--- config.mk ---
export PLATFORM = sky130hd
export DESIGN_NAME = plot_fifo_writer_flat
export DESIGN_NICKNAME = d
export VERILOG_FILES = /design/src/rtl/plot_fifo_writer_if.sv /design/src/rtl/plot_fifo_writer.sv /design/src/flat_wrapper.sv
export SDC_FILE = /design/constraint.sdc
export NUM_CORES = 1
export LEC_CHECK = 0
export BUFFER_PORTS_ARGS = -buffer_cell sky130_fd_sc_hd__buf_2
export CAP_MARGIN = 30
export CORE_ASPECT_RATIO = 1.25
export CORE_MARGIN = 2
export CORE_UTILIZATION = 50
export CTS_BUF_LIST = sky130_fd_sc_hd__clkbuf_2
export DETAILED_ROUTE_END_ITERATION = 8
export PLACE_DENSITY = 0.68
export SLEW_MARGIN = 10
export SYNTH_ARGS = -nofsm -noshare
export SYNTH_HDL_FRONTEND = slang
export SYNTH_SLANG_ARGS = --single-unit
--- constraint.sdc ---
create_clock -name clk -period 7.12 [get_ports clk]
set_clock_uncertainty 0.15 [all_clocks]
set_input_delay 1.424 -clock clk [delete_from_list [all_inputs] [get_ports clk]]
set_output_delay 1.424 -clock clk [all_outputs]
set_load 0.005 [all_outputs]
--- src/rtl/plot_fifo_writer_if.sv ---
// plot_fifo_writer_if: pixel request and framebuffer write signals for plot_fifo_writer.
interface plot_fifo_writer_if;
    logic [7:0]  in_x;
    logic [6:0]  in_y;
    logic [2:0]  in_colour;
    logic        in_plot;
    logic        in_ready;
    logic [14:0] mem_addr;
    logic [2:0]  mem_data;
    logic        mem_wren;
    logic        mem_ack;
    logic [5:0]  count;
    logic        dropped;
    modport master (
        output in_x, in_y, in_colour, in_plot, mem_ack,
        input  in_ready, mem_addr, mem_data, mem_wren, count, dropped
    );
    modport slave (
        input  in_x, in_y, in_colour, in_plot, mem_ack,
        output in_ready, mem_addr, mem_data, mem_wren, count, dropped
    );
endinterface

--- src/rtl/plot_fifo_writer.sv ---
// plot_fifo_writer: pixel FIFO draining into a framebuffer write port held until acked.
// Define PLOT_FIFO_CLIP_EN to discard off-screen pixels and pulse dropped instead.
module plot_fifo_writer #(
    parameter int DEPTH    = 8,
    parameter int SCREEN_W = 160,
    parameter int SCREEN_H = 120
) (
    input logic              clk,
    input logic              rst_n,
    plot_fifo_writer_if.slave bus
);
    localparam int AW = $clog2(DEPTH);
    typedef enum logic {IDLE, WRITE} state_t;
    state_t        state_q;
    logic [14:0]   addr_mem [DEPTH];
    logic [2:0]    col_mem [DEPTH];
    logic [AW-1:0] wr_ptr_q, rd_ptr_q, rd_nxt;
    logic [5:0]    count_q;
    logic [14:0]   mem_addr_q, in_addr;
    logic [2:0]    mem_data_q;
    logic          mem_wren_q, dropped_q, clip, accept, push, pop;
    assign in_addr = 15'(32'(bus.in_y) * 32'(SCREEN_W) + 32'(bus.in_x));
`ifdef PLOT_FIFO_CLIP_EN
    assign clip = ({24'd0, bus.in_x} >= 32'(SCREEN_W)) || ({25'd0, bus.in_y} >= 32'(SCREEN_H));
`else
    assign clip = 1'b0;
`endif
    assign bus.in_ready = count_q != 6'(DEPTH);
    assign accept       = bus.in_plot && bus.in_ready;
    assign push         = accept && !clip;
    assign pop          = state_q == WRITE && bus.mem_ack;
    assign rd_nxt       = rd_ptr_q + 1'b1;
    assign bus.mem_addr = mem_addr_q;
    assign bus.mem_data = mem_data_q;
    assign bus.mem_wren = mem_wren_q;
    assign bus.count    = count_q;
    assign bus.dropped  = dropped_q;
    always_ff @(posedge clk)
        if (push) begin
            addr_mem[wr_ptr_q] <= in_addr;
            col_mem[wr_ptr_q]  <= bus.in_colour;
        end
    always_ff @(posedge clk or negedge rst_n)
        if (!rst_n) begin
            state_q    <= IDLE;
            wr_ptr_q   <= '0;
            rd_ptr_q   <= '0;
            count_q    <= '0;
            mem_addr_q <= '0;
            mem_data_q <= '0;
            mem_wren_q <= 1'b0;
            dropped_q  <= 1'b0;
        end else begin
            if (push) wr_ptr_q <= wr_ptr_q + 1'b1;
            if (pop) rd_ptr_q <= rd_nxt;
            count_q   <= count_q + {5'd0, push} - {5'd0, pop};
            dropped_q <= accept && clip;
            if (state_q == IDLE) begin
                if (count_q != '0) begin
                    state_q    <= WRITE;
                    mem_wren_q <= 1'b1;
                    mem_addr_q <= addr_mem[rd_ptr_q];
                    mem_data_q <= col_mem[rd_ptr_q];
                end
            end else if (bus.mem_ack) begin
                // with a single entry left, a same-cycle push becomes the next head directly
                if (count_q > 6'd1) begin
                    mem_addr_q <= addr_mem[rd_nxt];
                    mem_data_q <= col_mem[rd_nxt];
                end else if (push) begin
                    mem_addr_q <= in_addr;
                    mem_data_q <= bus.in_colour;
                end else begin
                    state_q    <= IDLE;
                    mem_wren_q <= 1'b0;
                end
            end
        end
endmodule

--- src/flat_wrapper.sv ---
// flat-port wrapper written by rule: the top's interface ports become plain ports
module plot_fifo_writer_flat 
#(
    parameter int DEPTH    = 8,
    parameter int SCREEN_W = 160,
    parameter int SCREEN_H = 120
)
  (clk, rst_n, bus_in_x, bus_in_y, bus_in_colour, bus_in_plot, bus_mem_ack, bus_in_ready, bus_mem_addr, bus_mem_data, bus_mem_wren, bus_count, bus_dropped);
  plot_fifo_writer_if bus_i ();
  input logic clk;
  input logic rst_n;
  input wire logic [$bits(bus_i.in_x)-1:0] bus_in_x;
  input wire logic [$bits(bus_i.in_y)-1:0] bus_in_y;
  input wire logic [$bits(bus_i.in_colour)-1:0] bus_in_colour;
  input wire logic [$bits(bus_i.in_plot)-1:0] bus_in_plot;
  input wire logic [$bits(bus_i.mem_ack)-1:0] bus_mem_ack;
  output wire logic [$bits(bus_i.in_ready)-1:0] bus_in_ready;
  output wire logic [$bits(bus_i.mem_addr)-1:0] bus_mem_addr;
  output wire logic [$bits(bus_i.mem_data)-1:0] bus_mem_data;
  output wire logic [$bits(bus_i.mem_wren)-1:0] bus_mem_wren;
  output wire logic [$bits(bus_i.count)-1:0] bus_count;
  output wire logic [$bits(bus_i.dropped)-1:0] bus_dropped;
  assign bus_i.in_x = bus_in_x;
  assign bus_i.in_y = bus_in_y;
  assign bus_i.in_colour = bus_in_colour;
  assign bus_i.in_plot = bus_in_plot;
  assign bus_i.mem_ack = bus_mem_ack;
  assign bus_in_ready = bus_i.in_ready;
  assign bus_mem_addr = bus_i.mem_addr;
  assign bus_mem_data = bus_i.mem_data;
  assign bus_mem_wren = bus_i.mem_wren;
  assign bus_count = bus_i.count;
  assign bus_dropped = bus_i.dropped;
  plot_fifo_writer #(.DEPTH(DEPTH), .SCREEN_W(SCREEN_W), .SCREEN_H(SCREEN_H)) u_core (.clk(clk), .rst_n(rst_n), .bus(bus_i));
endmodule
==> insert_results.sql, run 1 <==
INSERT INTO impl_metrics (metric_group, metric, value, unit) VALUES
('status', 'status', 'complete, no violations', ''),
('power', 'report.power.total', '4.068', 'mW'),
('cts', 'htree_num_levels', '4', ''),
('final_layout', 'layout-area-overhead-vs-synth', '9.277', '%'),
('global_route', 'gr-total-overflow', '0', ''),
('sta', 'setup_viol', '0', ''),
('sta', 'final.min_clock_period', '3774', 'ps'),
('sta', 'timing.final.max_slew_violations', '0', ''),
('power', 'vdd_ir_drop_max', '368.4', 'uV'),
('sta', 'setup_total_negative_slack', '0', 'ps'),
('worst_setup_path', 'worstSetupStartpointType', 'input pin', ''),
('logic_synthesis', 'synth_edf_count', '144', ''),
('worst_setup_path', 'cp-end-kind', 'flop', ''),
('floorplanning', 'fp-row-count', '54', ''),
('sta', 'unrepaired_setup_endpoints_after_global_routing', 'no', ''),
('routing', 'firstDrtPassIters', '5', ''),
('logic_synthesis', 'mapped_cell_area', '0.008753', 'sq mm'),
('sta', 'post-route-period-util', '53.00', '%'),
('sta', 'max_slew.worst_pin.slew', '894.2', 'ps'),
('floorplanning', 'core_area', '0.01730', 'sq mm'),
('cts', 'clock_sinks', '176', ''),
('cts', 'cts_hold_repair.buffers', '0', ''),
('place', 'dpl.hpwl', '11370', 'um'),
('global_route', 'track_usage', '21.15', '%'),
('worst_setup_path', 'critical_path.top_delay_family', 'adder cells', ''),
('logic_synthesis', 'synth.lib_cells_used.distinct', '44', ''),
('sta', 'timing.max_slew.rel_slack', '40.02', '%'),
('logic_synthesis', 'part_of_the_yosys_area_used_for_sequential_elements', '58.55', '%'),
('logic_synthesis', 'ys_top_cells_by_area', 'sky130_fd_sc_hd__edfxtp_1, sky130_fd_sc_hd__mux4_2, sky130_fd_sc_hd__dfrtp_1', ''),
('sta', 'fmaxAchievable', '265.0', 'MHz'),
('floorplanning', 'die_w', '122.3', 'um'),
('power', 'power_leakage', '3.449', 'nW'),
('logic_synthesis', 'netlist.top_cell.by_area', 'sky130_fd_sc_hd__edfxtp_1', ''),
('cts', 'clockRootBuffer', 'sky130_fd_sc_hd__clkbuf_2', ''),
('global_route', 'largest_net_degree_at_the_start_of_global_routing', '42', ''),
('worst_setup_path', 'worst_ep_arrival_time', '4270', 'ps'),
('global_route', 'first_global_vias', '5303', ''),
('routing', 'via_per_inst', '6.060', ''),
('floorplanning', 'die-height', '151.9', 'um'),
('worst_setup_path', 'timing.critical_path.fanout_max', '9', ''),
('logic_synthesis', 'postSynth.topFlopCell', 'sky130_fd_sc_hd__edfxtp_1', ''),
('cts', 'clk_transition_reported_paths', '250', 'ps'),
('global_route', 'grt_busiest_layer', 'met2', ''),
('logic_synthesis', 'yosysWarnings', '0', ''),
('place', 'place.gp.congestion', '0.7956', ''),
('logic_synthesis', 'synth-async-reset-ratio', '18.18', '%'),
('global_route', 'grtUsageMet3', '3.604', '%'),
('routing', 'drt-total-wl', '18240', 'um'),
('routing', 'antenna_left', '0', ''),
('floorplanning', 'design.portCount', '49', ''),
('worst_setup_path', 'crit_buf_inv', '1', ''),
('cts', 'post_cts_resized', '0', ''),
('global_route', 'number_of_antenna_violations_at_the_first_check_in_global_routing', '1', ''),
('worst_setup_path', 'worst_path_class_setup', 'in2reg', ''),
('logic_synthesis', 'synth.net_count', '593', ''),
('global_route', 'globalRouteMet2Util', '36.32', '%'),
('worst_setup_path', 'crit_chain', 'buf_2, ha_1, ha_1, fa_1, o211ai_1, or3_4, nor3_4, xor2_1, o211ai_1, a31oi_1', ''),
('worst_setup_path', 'cp_slowest_cell', 'sky130_fd_sc_hd__fa_1', ''),
('worst_setup_path', 'critPathMaxStageDelay', '550', 'ps'),
('job', 'drv.max_cap_violation_count', '0', ''),
('final_layout', 'final_layout_size_suffix_gt1_share', '30.92', '%'),
('cts', 'clock_latency_on_the_worst_skew_pair', '690', 'ps'),
('cts', 'postCtsSetupRepairBufs', '0', ''),
('worst_hold_path', 'hp-class', 'reg2reg', ''),
('floorplanning', 'starting_utilization_of_the_core_area', '50.61', '%'),
('routing', 'route.vias.total', '5048', ''),
('cts', 'cts_tree', 'built', ''),
('logic_synthesis', 'synth-seq-cells', '176', ''),
('place', 'place.port_buffers', '47', ''),
('routing', 'detail_route.iter0.violations', '474', ''),
('logic_synthesis', 'synth_common_cells', 'sky130_fd_sc_hd__edfxtp_1, sky130_fd_sc_hd__mux4_2, sky130_fd_sc_hd__nand2_1', '');
[through the flow]
step,cells,setup slack [ps],area (sq um),hold slack [ps]
CTS,832,3379,9563,361.9
detailed placement,800,2582,9259,315.2
global placement,799,2713,9251,309.0
global route,833,3195,9565,391.5
floorplan,544,3077,8753,321.2
finish,833,3346,9565,358.0
[worst paths after layout]
path	startpoint	end	slack [ps]	cells after the start
worst max-delay path	bus_in_y[1]	u_core.bus.mem_addr[12]$_DFFE_PN0P_	3350	10
worst min-delay path	u_core.bus.mem_addr[7]$_DFFE_PN0P_	u_core.bus.mem_addr[7]$_DFFE_PN0P_	360	2
worst max register to register	u_core.rd_ptr_q[0]$_DFFE_PN0P_	u_core.bus.mem_addr[9]$_DFFE_PN0P_	3520	8
worst min register to register	u_core.bus.mem_addr[7]$_DFFE_PN0P_	u_core.bus.mem_addr[7]$_DFFE_PN0P_	360	2
max in group asynchronous	rst_n	u_core.rd_ptr_q[0]$_DFFE_PN0P_	5570	1
min in group asynchronous	rst_n	u_core.bus.mem_addr[12]$_DFFE_PN0P_	630	1
[flip-flops by register name, summed over array words and instances (netlist names)]
register and count:
u_core.addr_mem 120, u_core.col_mem 24, u_core.bus.mem_addr 15, u_core.bus.count 6, u_core.bus.mem_data 3, u_core.rd_ptr_q 3
u_core.wr_ptr_q 3, u_core.bus.mem_wren 1, u_core.state_q 1
[worst register-to-register path: stages, from the launching register on]
cell and delay (ps):
sky130_fd_sc_hd__dfrtp_4 740, sky130_fd_sc_hd__ha_2 820, sky130_fd_sc_hd__buf_4 500, sky130_fd_sc_hd__mux4_2 570, sky130_fd_sc_hd__mux2i_1 140, sky130_fd_sc_hd__nand2_1 70
sky130_fd_sc_hd__o211ai_1 110, sky130_fd_sc_hd__o21ai_0 110, sky130_fd_sc_hd__mux2_2 300
[cell type report]
type	count	area (sq um)
diodes	1	2.502
clock buffers	19	95.09
clock inverters	13	209.0
fillers	1414	7731
inverters	18	67.56
multi-input cells	320	3435
flip-flops and latches	176	5129
well taps	224	280.3
repair buffers	62	347.8
[where the power goes]
group          switching (mW)  total [mW]  internal, mW
Clock                   0.340       0.611         0.270
Sequential              0.160        1.53          1.37
Combinational           0.928        1.93          1.00
[cell usage in the layout (no fill, tap or decap), drive strengths merged, types with 2 or more instances in the layout]
cell type,synthesis,final
o21ai,33,33
buf,21,62
a31oi,2,2
clkinv,1,3
mux2,8,8
xor2,5,5
nor2,25,25
mux4,72,72
a21o,4,4
nand2,41,41
edfxtp,144,144
xnor2,11,11
o2111ai,2,2
mux2i,32,32
nand3,3,3
fa,3,3
a21oi,20,20
o211ai,6,6
a211oi,4,4
o21ba,2,2
clkbuf,9,19
inv,17,20
nor3,8,8
ha,24,24
dfrtp,32,32
o21bai,2,2
nand2b,2,2
clkinvlp,0,3
bufinv,0,5
nor4,2,2
[routing by layer]
layer | part of all wire, % | vias up
li1 | - | 2254
met2 | 53 | 160
met3 | 5.0 | 24
met5 | 0 | -
met1 | 41 | 2610
met4 | 1.8 | 0
[kinds of logic after synthesis]
kind of cell,synth area share (%)
XOR/XNOR,1.958
other,0.04284
adder cells (fa/ha/maj),4.117
AND/OR/NAND/NOR,4.288
multiplexers,23.21
flip-flops,58.55
AO/OA/AOI/OAI,5.289
buffers and inverters,2.544
No activity file was read; power rests on OpenSTA's default activity.
==> run 2, diff against run 1 <==
==> constraint.sdc (replaced) <==
create_clock -name clk -period 3.5 [get_ports clk]
set_clock_uncertainty 0.15 [all_clocks]
set_input_delay 0.7 -clock clk [delete_from_list [all_inputs] [get_ports clk]]
set_output_delay 0.7 -clock clk [all_outputs]
set_load 0.005 [all_outputs]
==> insert_results.sql, run 2 (synthesis gave the netlist of run 1 again) <==
INSERT INTO impl_metrics (metric_group, metric, value, unit) VALUES
('cts', 'clockRootBuffer', 'sky130_fd_sc_hd__clkbuf_2', ''),
('place', 'postPlaceCellArea', '0.009407', 'sq mm'),
('power', 'power.density_cell_area', '844.7', 'mW/mm^2'),
('worst_setup_path', 'cp_data_required_time', '3960', 'ps'),
('floorplanning', 'fp-row-count', '54', ''),
('final_layout', 'max_ffs_per_register', '120', ''),
('floorplanning', 'core_area', '0.01730', 'sq mm'),
('final_layout', 'top_register', 'u_core.addr_mem', ''),
('final_layout', 'fin_util', '55.97', '%'),
('routing', 'firstDrtPassIters', '6', ''),
('routing', 'drt-total-wl', '18590', 'um'),
('sta', 'finalHoldViolations', '0', ''),
('global_route', 'number_of_antenna_violations_at_the_first_check_in_global_routing', '3', ''),
('cts', 'postCtsSetupRepairBufs', '0', ''),
('status', 'status', 'complete, no violations', ''),
('floorplanning', 'design.die.area', '0.01859', 'sq mm'),
('sta', 'timing.final.max_slew_violations', '0', ''),
('worst_setup_path', 'worst_path_class_setup', 'reg2reg', ''),
('place', 'detailedPlace.worstSlack', '-53.94', 'ps'),
('cts', 'cts_made_buffers', '17', ''),
('final_layout', 'layoutNonFillerInstCount', '855', ''),
('final_layout', 'leading_cell_types_in_the_layout_fill_and_taps_excluded', 'sky130_fd_sc_hd__edfxtp_1, sky130_fd_sc_hd__mux4_2, sky130_fd_sc_hd__buf_2', ''),
('floorplanning', 'die-height', '151.9', 'um'),
('final_layout', 'final_layout_size_suffix_gt1_share', '32.64', '%'),
('power', 'report.power.total', '8.177', 'mW'),
('place', 'number_of_placed_instances_with_taps_included', '818', ''),
('global_route', 'track_usage', '21.36', '%'),
('routing', 'via_per_inst', '5.988', ''),
('worst_setup_path', 'worstSetupStartpointType', 'flop', ''),
('final_layout', 'finish.net_count', '664', ''),
('sta', 'post-route-worst-setup-slack', '612.0', 'ps'),
('cts', 'post_cts_resized', '0', ''),
('worst_setup_path', 'timing.critical_path.fanout_max', '50', ''),
('final_layout', 'stdcell_area', '0.009681', 'sq mm'),
('sta', 'timing.max_slew.rel_slack', '47.80', '%'),
('sta', 'post-route-period-util', '82.51', '%'),
('floorplanning', 'design.portCount', '49', ''),
('worst_setup_path', 'crit_buf_inv', '2', ''),
('cts', 'clk_path_buf_depth', '2', ''),
('job', 'drv.max_cap_violation_count', '0', ''),
('cts', 'clock_latency_on_the_worst_skew_pair', '730', 'ps'),
('routing', 'antenna_left', '0', ''),
('sta', 'setup_total_negative_slack', '0', 'ps'),
('worst_setup_path', 'crit_chain', 'buf_4, buf_4, mux4_2, mux2i_1, nand2_1, o21ai_0, o21ai_0', ''),
('place', 'dpl.hpwl', '12040', 'um'),
('worst_setup_path', 'critical_path.top_delay_family', 'buffers and inverters', ''),
('sta', 'max_slew.worst_pin.slew', '777.4', 'ps'),
('final_layout', 'layout.cells.most_common', 'sky130_fd_sc_hd__edfxtp_1', ''),
('worst_setup_path', 'cp-end-kind', 'flop', ''),
('routing', 'drc_violations', '0', ''),
('sta', 'unrepaired_setup_endpoints_after_global_routing', 'no', ''),
('power', 'power_leakage', '3.521', 'nW'),
('routing', 'detail_route.iter0.violations', '477', ''),
('worst_setup_path', 'worst_ep_arrival_time', '3350', 'ps'),
('cts', 'htree_num_levels', '4', ''),
('sta', 'final.min_clock_period', '2888', 'ps'),
('worst_setup_path', 'cp_slowest_cell', 'sky130_fd_sc_hd__buf_4', ''),
('global_route', 'largest_net_degree_at_the_start_of_global_routing', '51', ''),
('power', 'vdd_ir_drop_max', '522.1', 'uV'),
('global_route', 'first_global_vias', '5308', ''),
('cts', 'clk_transition_reported_paths', '280', 'ps'),
('floorplanning', 'die_w', '122.3', 'um'),
('cts', 'clock_sinks', '176', ''),
('cts', 'cts_hold_repair.buffers', '1', ''),
('place', 'place.port_buffers', '47', ''),
('sta', 'fin_worst_hold_slack', '98.01', 'ps'),
('routing', 'route.vias.total', '5120', ''),
('routing', 'drt-wirelength-per-cell', '21.74', 'um'),
('global_route', 'gr-total-overflow', '0', ''),
('worst_setup_path', 'critPathMaxStageDelay', '700', 'ps'),
('final_layout', 'filler_cell_count', '1383', ''),
('sta', 'setup_viol', '0', ''),
('final_layout', 'layout-area-overhead-vs-synth', '10.59', '%'),
('sta', 'fmaxAchievable', '346.3', 'MHz'),
('cts', 'cts_tree', 'built', ''),
('floorplanning', 'starting_utilization_of_the_core_area', '50.61', '%'),
('place', 'place.gp.congestion', '0.8123', ''),
('global_route', 'wire_length_of_the_first_global_routing_pass', '29410', 'um'),
('worst_hold_path', 'hp-class', 'in2reg', '');
## run 2: changes by cell type in the layout (fill, tap and decap cells not counted), sizes merged
| cell | change |
|---|---|
| bufinv | -4 |
| clkbuf | -2 |
| inv | +4 |
| diode | +2 |
| buf | +19 |
| dlygate4sd3 | +1 |
| clkinv | +2 |
## run 2: worst paths after layout
path / depth (start not counted) / slack, ps / end / from
max: 7 / 610 / u_core.bus.mem_data[2]$_DFFE_PN0P_ / u_core.rd_ptr_q[0]$_DFFE_PN0P_
min: 1 / 100 / u_core.col_mem[7][1]$_DFFE_PP_ / bus_in_colour[1]
min in group asynchronous: 2 / 140 / u_core.rd_ptr_q[0]$_DFFE_PN0P_ / rst_n
max reg2reg: 7 / 610 / u_core.bus.mem_data[2]$_DFFE_PN0P_ / u_core.rd_ptr_q[0]$_DFFE_PN0P_
min reg2reg: 2 / 360 / u_core.bus.mem_data[1]$_DFFE_PN0P_ / u_core.bus.mem_data[1]$_DFFE_PN0P_
max in group asynchronous: 3 / 2600 / u_core.bus.mem_addr[11]$_DFFE_PN0P_ / rst_n
## run 2: final cells by class
cell class / instances / area, sq um / share of cell area, %
multi-input cells: 320 / 3435 / 35.48
repair buffers: 82 / 525.5 / 5.428
diodes: 3 / 7.507 / 0.07755
clock buffers: 17 / 85.08 / 0.8789
clock inverters: 15 / 151.4 / 1.564
inverters: 18 / 67.56 / 0.6979
flip-flops and latches: 176 / 5129 / 52.98
well taps: 224 / 280.3 / 2.895
## run 2: where the power goes
part	internal [mW]	switching [mW]
logic	2.14	1.98
clock network	0.283	0.744
registers	2.78	0.250
## run 2: layer usage
metal | vias to the layer above | GRT usage (%) | routed length [um] | share of wire [%]
met5 | - | 0 | 0 | 0
met4 | 0 | 7.827 | 386 | 2.1
met3 | 32 | 4.054 | 1134 | 6.1
met2 | 187 | 36.72 | 9803 | 53
met1 | 2613 | 26.76 | 7266 | 39
li1 | 2288 | - | - | -
==> run 3, diff against run 2 <==
--- a/config.mk
+++ b/config.mk
@@ -5,6 +5,7 @@
 export SDC_FILE = /design/constraint.sdc
 export NUM_CORES = 1
 export LEC_CHECK = 0
+export ABC_AREA = 1
 export BUFFER_PORTS_ARGS = -buffer_cell sky130_fd_sc_hd__buf_2
 export CAP_MARGIN = 30
 export CORE_ASPECT_RATIO = 1.25
@@ -12,7 +13,7 @@
 export CORE_UTILIZATION = 50
 export CTS_BUF_LIST = sky130_fd_sc_hd__clkbuf_2
 export DETAILED_ROUTE_END_ITERATION = 8
-export PLACE_DENSITY = 0.68
+export PLACE_DENSITY = 0.71
 export SLEW_MARGIN = 10
 export SYNTH_ARGS = -nofsm -noshare
 export SYNTH_HDL_FRONTEND = slang
==> constraint.sdc (replaced) <==
create_clock -name clk -period 2.5 [get_ports clk]
set_clock_uncertainty 0.15 [all_clocks]
set_input_delay 0.5 -clock clk [delete_from_list [all_inputs] [get_ports clk]]
set_output_delay 0.5 -clock clk [all_outputs]
set_load 0.005 [all_outputs]
==> insert_results.sql, run 3 <==
INSERT INTO impl_metrics (metric_group, metric, value, unit) VALUES
('status', 'status', 'complete, no violations', ''),
('routing', 'antenna_left', '0', ''),
('worst_setup_path', 'worstSetupStartpointType', 'flop', ''),
('logic_synthesis', 'synth_edf_count', '144', ''),
('global_route', 'number_of_antenna_violations_at_the_first_check_in_global_routing', '1', ''),
('cts', 'clock_latency_on_the_worst_skew_pair', '740', 'ps'),
('routing', 'drt-total-wl', '23680', 'um'),
('cts', 'htree_num_levels', '4', ''),
('final_layout', 'leading_cell_types_in_the_layout_fill_and_taps_excluded', 'sky130_fd_sc_hd__nor2_1, sky130_fd_sc_hd__edfxtp_1, sky130_fd_sc_hd__nand2_1', ''),
('logic_synthesis', 'synth_top_family_by_area', 'simple AND/OR/NAND/NOR gates', ''),
('worst_setup_path', 'timing.critical_path.fanout_max', '3', ''),
('logic_synthesis', 'yosys.area_share.simple', '17.43', '%'),
('logic_synthesis', 'syn-mean-instance-area', '9.528', 'sq um'),
('routing', 'route.vias.total', '7664', ''),
('logic_synthesis', 'ys_top_cells_by_area', 'sky130_fd_sc_hd__edfxtp_1, sky130_fd_sc_hd__dfrtp_1, sky130_fd_sc_hd__nor2_1', ''),
('sta', 'final.min_clock_period', '2335', 'ps'),
('final_layout', 'filler_cell_count', '1518', ''),
('final_layout', 'top_register', 'u_core.addr_mem', ''),
('final_layout', 'layout-area-overhead-vs-synth', '12.82', '%'),
('final_layout', 'final_layout_size_suffix_gt1_share', '15.89', '%'),
('logic_synthesis', 'synth.lib_cells_used.distinct', '36', ''),
('worst_setup_path', 'worst_ep_arrival_time', '1690', 'ps'),
('global_route', 'wire_length_of_the_first_global_routing_pass', '37220', 'um'),
('power', 'power_leakage', '3.960', 'nW'),
('routing', 'drt-wirelength-per-cell', '18.59', 'um'),
('worst_setup_path', 'worst_path_class_setup', 'reg2out', ''),
('global_route', 'first_global_vias', '7220', ''),
('logic_synthesis', 'part_of_the_yosys_area_used_for_sequential_elements', '56.09', '%'),
('global_route', 'track_usage', '24.63', '%'),
('worst_hold_path', 'hp-class', 'in2reg', ''),
('routing', 'detail_route.iter0.violations', '917', ''),
('sta', 'timing.max_slew.rel_slack', '60.62', '%'),
('logic_synthesis', 'yosysWarnings', '0', ''),
('sta', 'finalHoldViolations', '0', ''),
('logic_synthesis', 'netlist.top_cell.by_area', 'sky130_fd_sc_hd__edfxtp_1', ''),
('floorplanning', 'core_area', '0.01803', 'sq mm'),
('sta', 'max_slew.worst_pin.slew', '588.5', 'ps'),
('place', 'dpl.hpwl', '14070', 'um'),
('routing', 'drc_violations', '0', ''),
('sta', 'post-route-period-util', '93.41', '%'),
('worst_setup_path', 'cp_slowest_cell', 'sky130_fd_sc_hd__dfrtp_1', ''),
('sta', 'timing.final.max_slew_violations', '0', ''),
('final_layout', 'max_ffs_per_register', '120', ''),
('logic_synthesis', 'synth-seq-cells', '176', ''),
('cts', 'clockRootBuffer', 'sky130_fd_sc_hd__clkbuf_2', ''),
('sta', 'fmaxAchievable', '428.2', 'MHz'),
('place', 'place.gp.congestion', '0.8204', ''),
('worst_setup_path', 'crit_chain', 'inv_2, ha_1, nand3_2, buf_2', ''),
('place', 'place.port_buffers', '47', ''),
('worst_setup_path', 'critPathMaxStageDelay', '460', 'ps'),
('logic_synthesis', 'synth_compound_area_share', '16.03', '%'),
('logic_synthesis', 'post_synthesis_mux_area_share', '0', '%'),
('final_layout', 'finish.net_count', '1081', ''),
('logic_synthesis', 'yosys.cell_count.top_type', 'sky130_fd_sc_hd__nor2_1', ''),
('logic_synthesis', 'synth_largest_type_area_fraction', '47.32', '%'),
('final_layout', 'fin_util', '57.18', '%'),
('worst_setup_path', 'cp_data_required_time', '1850', 'ps'),
('job', 'drv.max_cap_violation_count', '0', ''),
('cts', 'postCtsSetupRepairBufs', '0', ''),
('logic_synthesis', 'synth.net_count', '1008', ''),
('cts', 'cts_tree', 'built', ''),
('worst_setup_path', 'critical_path.top_delay_family', 'flip-flops', ''),
('sta', 'unrepaired_setup_endpoints_after_global_routing', 'no', ''),
('global_route', 'gr-total-overflow', '0', ''),
('worst_setup_path', 'worst_setup_path_startpoint', 'u_core.bus.count[2]$_DFF_PN0_', ''),
('logic_synthesis', 'synth_xor_area_share', '1.232', '%'),
('logic_synthesis', 'mapped_cell_area', '0.009138', 'sq mm'),
('worst_setup_path', 'crit-reg2reg-launch', 'u_core.bus.count[3]$_DFF_PN0_', ''),
('cts', 'clk_transition_reported_paths', '280', 'ps'),
('routing', 'via_per_inst', '6.016', ''),
('routing', 'firstDrtPassIters', '8', ''),
('floorplanning', 'starting_utilization_of_the_core_area', '50.68', '%'),
('sta', 'setup_viol', '0', ''),
('cts', 'clk_path_buf_depth', '2', ''),
('cts', 'cts_made_buffers', '17', ''),
('final_layout', 'layout.cells.most_common', 'sky130_fd_sc_hd__nor2_1', ''),
('floorplanning', 'fp-row-count', '55', ''),
('cts', 'clock_sinks', '176', ''),
('worst_setup_path', 'crit_buf_inv', '2', ''),
('final_layout', 'layoutNonFillerInstCount', '1274', ''),
('floorplanning', 'die-height', '155.1', 'um'),
('floorplanning', 'design.portCount', '49', ''),
('floorplanning', 'design.die.area', '0.01938', 'sq mm'),
('worst_setup_path', 'cp-end-kind', 'output port', ''),
('place', 'number_of_placed_instances_with_taps_included', '1227', ''),
('logic_synthesis', 'postSynth.topFlopCell', 'sky130_fd_sc_hd__edfxtp_1', ''),
('power', 'power.density_cell_area', '1203', 'mW/mm^2'),
('worst_hold_path', 'hold_path_startpoint', 'bus_in_x[5]', ''),
('logic_synthesis', 'synth-async-reset-ratio', '18.18', '%'),
('floorplanning', 'die_w', '124.9', 'um'),
('logic_synthesis', 'synth_adder_area_share', '3.944', '%'),
('power', 'vdd_ir_drop_max', '775.2', 'uV'),
('logic_synthesis', 'synth_common_cells', 'sky130_fd_sc_hd__nor2_1, sky130_fd_sc_hd__edfxtp_1, sky130_fd_sc_hd__nand2_1', ''),
('global_route', 'largest_net_degree_at_the_start_of_global_routing', '110', ''),
('logic_synthesis', 'syn-instance-count', '959', '');
-- run 3: cell types whose count changed after synthesis, sizes merged, moves of 32 or more --
cell,before,now
nor2,25,182
mux2i,32,0
mux4,72,0
o22ai,1,37
o21ai,33,157
nand3,3,58
nand2,41,142
-- run 3: worst reg2reg max path: stages, from the launching register on --
cell and delay [ps]:
sky130_fd_sc_hd__dfrtp_1 480, sky130_fd_sc_hd__inv_1 90, sky130_fd_sc_hd__ha_1 160, sky130_fd_sc_hd__nand2_1 120, sky130_fd_sc_hd__o31ai_2 370, sky130_fd_sc_hd__nand2_4 90
sky130_fd_sc_hd__o21ai_4 230, sky130_fd_sc_hd__inv_2 270, sky130_fd_sc_hd__nand3_1 210, sky130_fd_sc_hd__nand2_1 70
-- run 3: final cells by class --
type | instances | area [sq um] | area share (%)
clock buffer | 17 | 85.08 | 0.8253
inverter | 39 | 148.9 | 1.444
clock inverter | 15 | 150.1 | 1.456
tap | 228 | 285.3 | 2.767
sequential | 176 | 5129 | 49.75
multi-input combinational | 684 | 3585 | 34.77
antenna | 1 | 2.502 | 0.02427
timing repair buffer | 114 | 923.4 | 8.957
-- run 3: final timing paths --
path,slack (ps),depth (start not counted),end
max in group asynchronous,600,4,u_core.bus.mem_addr[14]$_DFFE_PN0P_
setup reg to reg,190,9,u_core.bus.mem_addr[8]$_DFFE_PN0P_
hold reg to reg,360,2,u_core.bus.mem_addr[6]$_DFFE_PN0P_
hold / removal,110,2,u_core.addr_mem[4][5]$_DFFE_PP_
min in group asynchronous,600,3,u_core.rd_ptr_q[0]$_DFFE_PN0P_
setup / recovery,160,4,bus_in_ready
-- run 3: kinds of logic after synthesis --
family,count (synthesis)
simple gates,389
other cells,1
xor+xnor,12
buf+inv,99
compound gates,255
flops,176
fa+ha+maj,27
-- run 3: routing by layer --
layer	track usage [%]	share of wire (%)
met5	0	0
met1	31.48	39
met4	11.53	3.9
met2	41.17	48
met3	4.333	9.2
-- run 3: what timing repair did --
item	4_1_cts	5_1_grt
endpoints found under the hold margin	111	0
endpoints found under the setup margin	0	1
hold buffers	14	0
gates resized for setup	0	1
-- run 3: through the flow --
step	total power, mW	worst slack, ps	hold slack [ps]	cell area, sq um	setup TNS, ps
after global routing	13.39	26.00	62.13	10310	0
after global placement	10.74	-131.3	309.6	9931	-3133
after detailed placement	10.88	-154.9	310.9	9931	-4371
after CTS	12.33	51.81	39.53	10310	0
final	12.40	164.6	107.8	10310	0
after floorplan	8.858	44.56	54.41	9160	0
-- run 3: power breakdown --
part | switching [mW] | internal [mW] | total (mW) | leakage [nW]
clock network | 1.05 | 0.393 | 1.44 | 0.140
registers | 0.305 | 3.85 | 4.15 | 1.69
logic | 4.36 | 2.45 | 6.81 | 2.13
total | 5.71 | 6.69 | 12.4 | 3.96
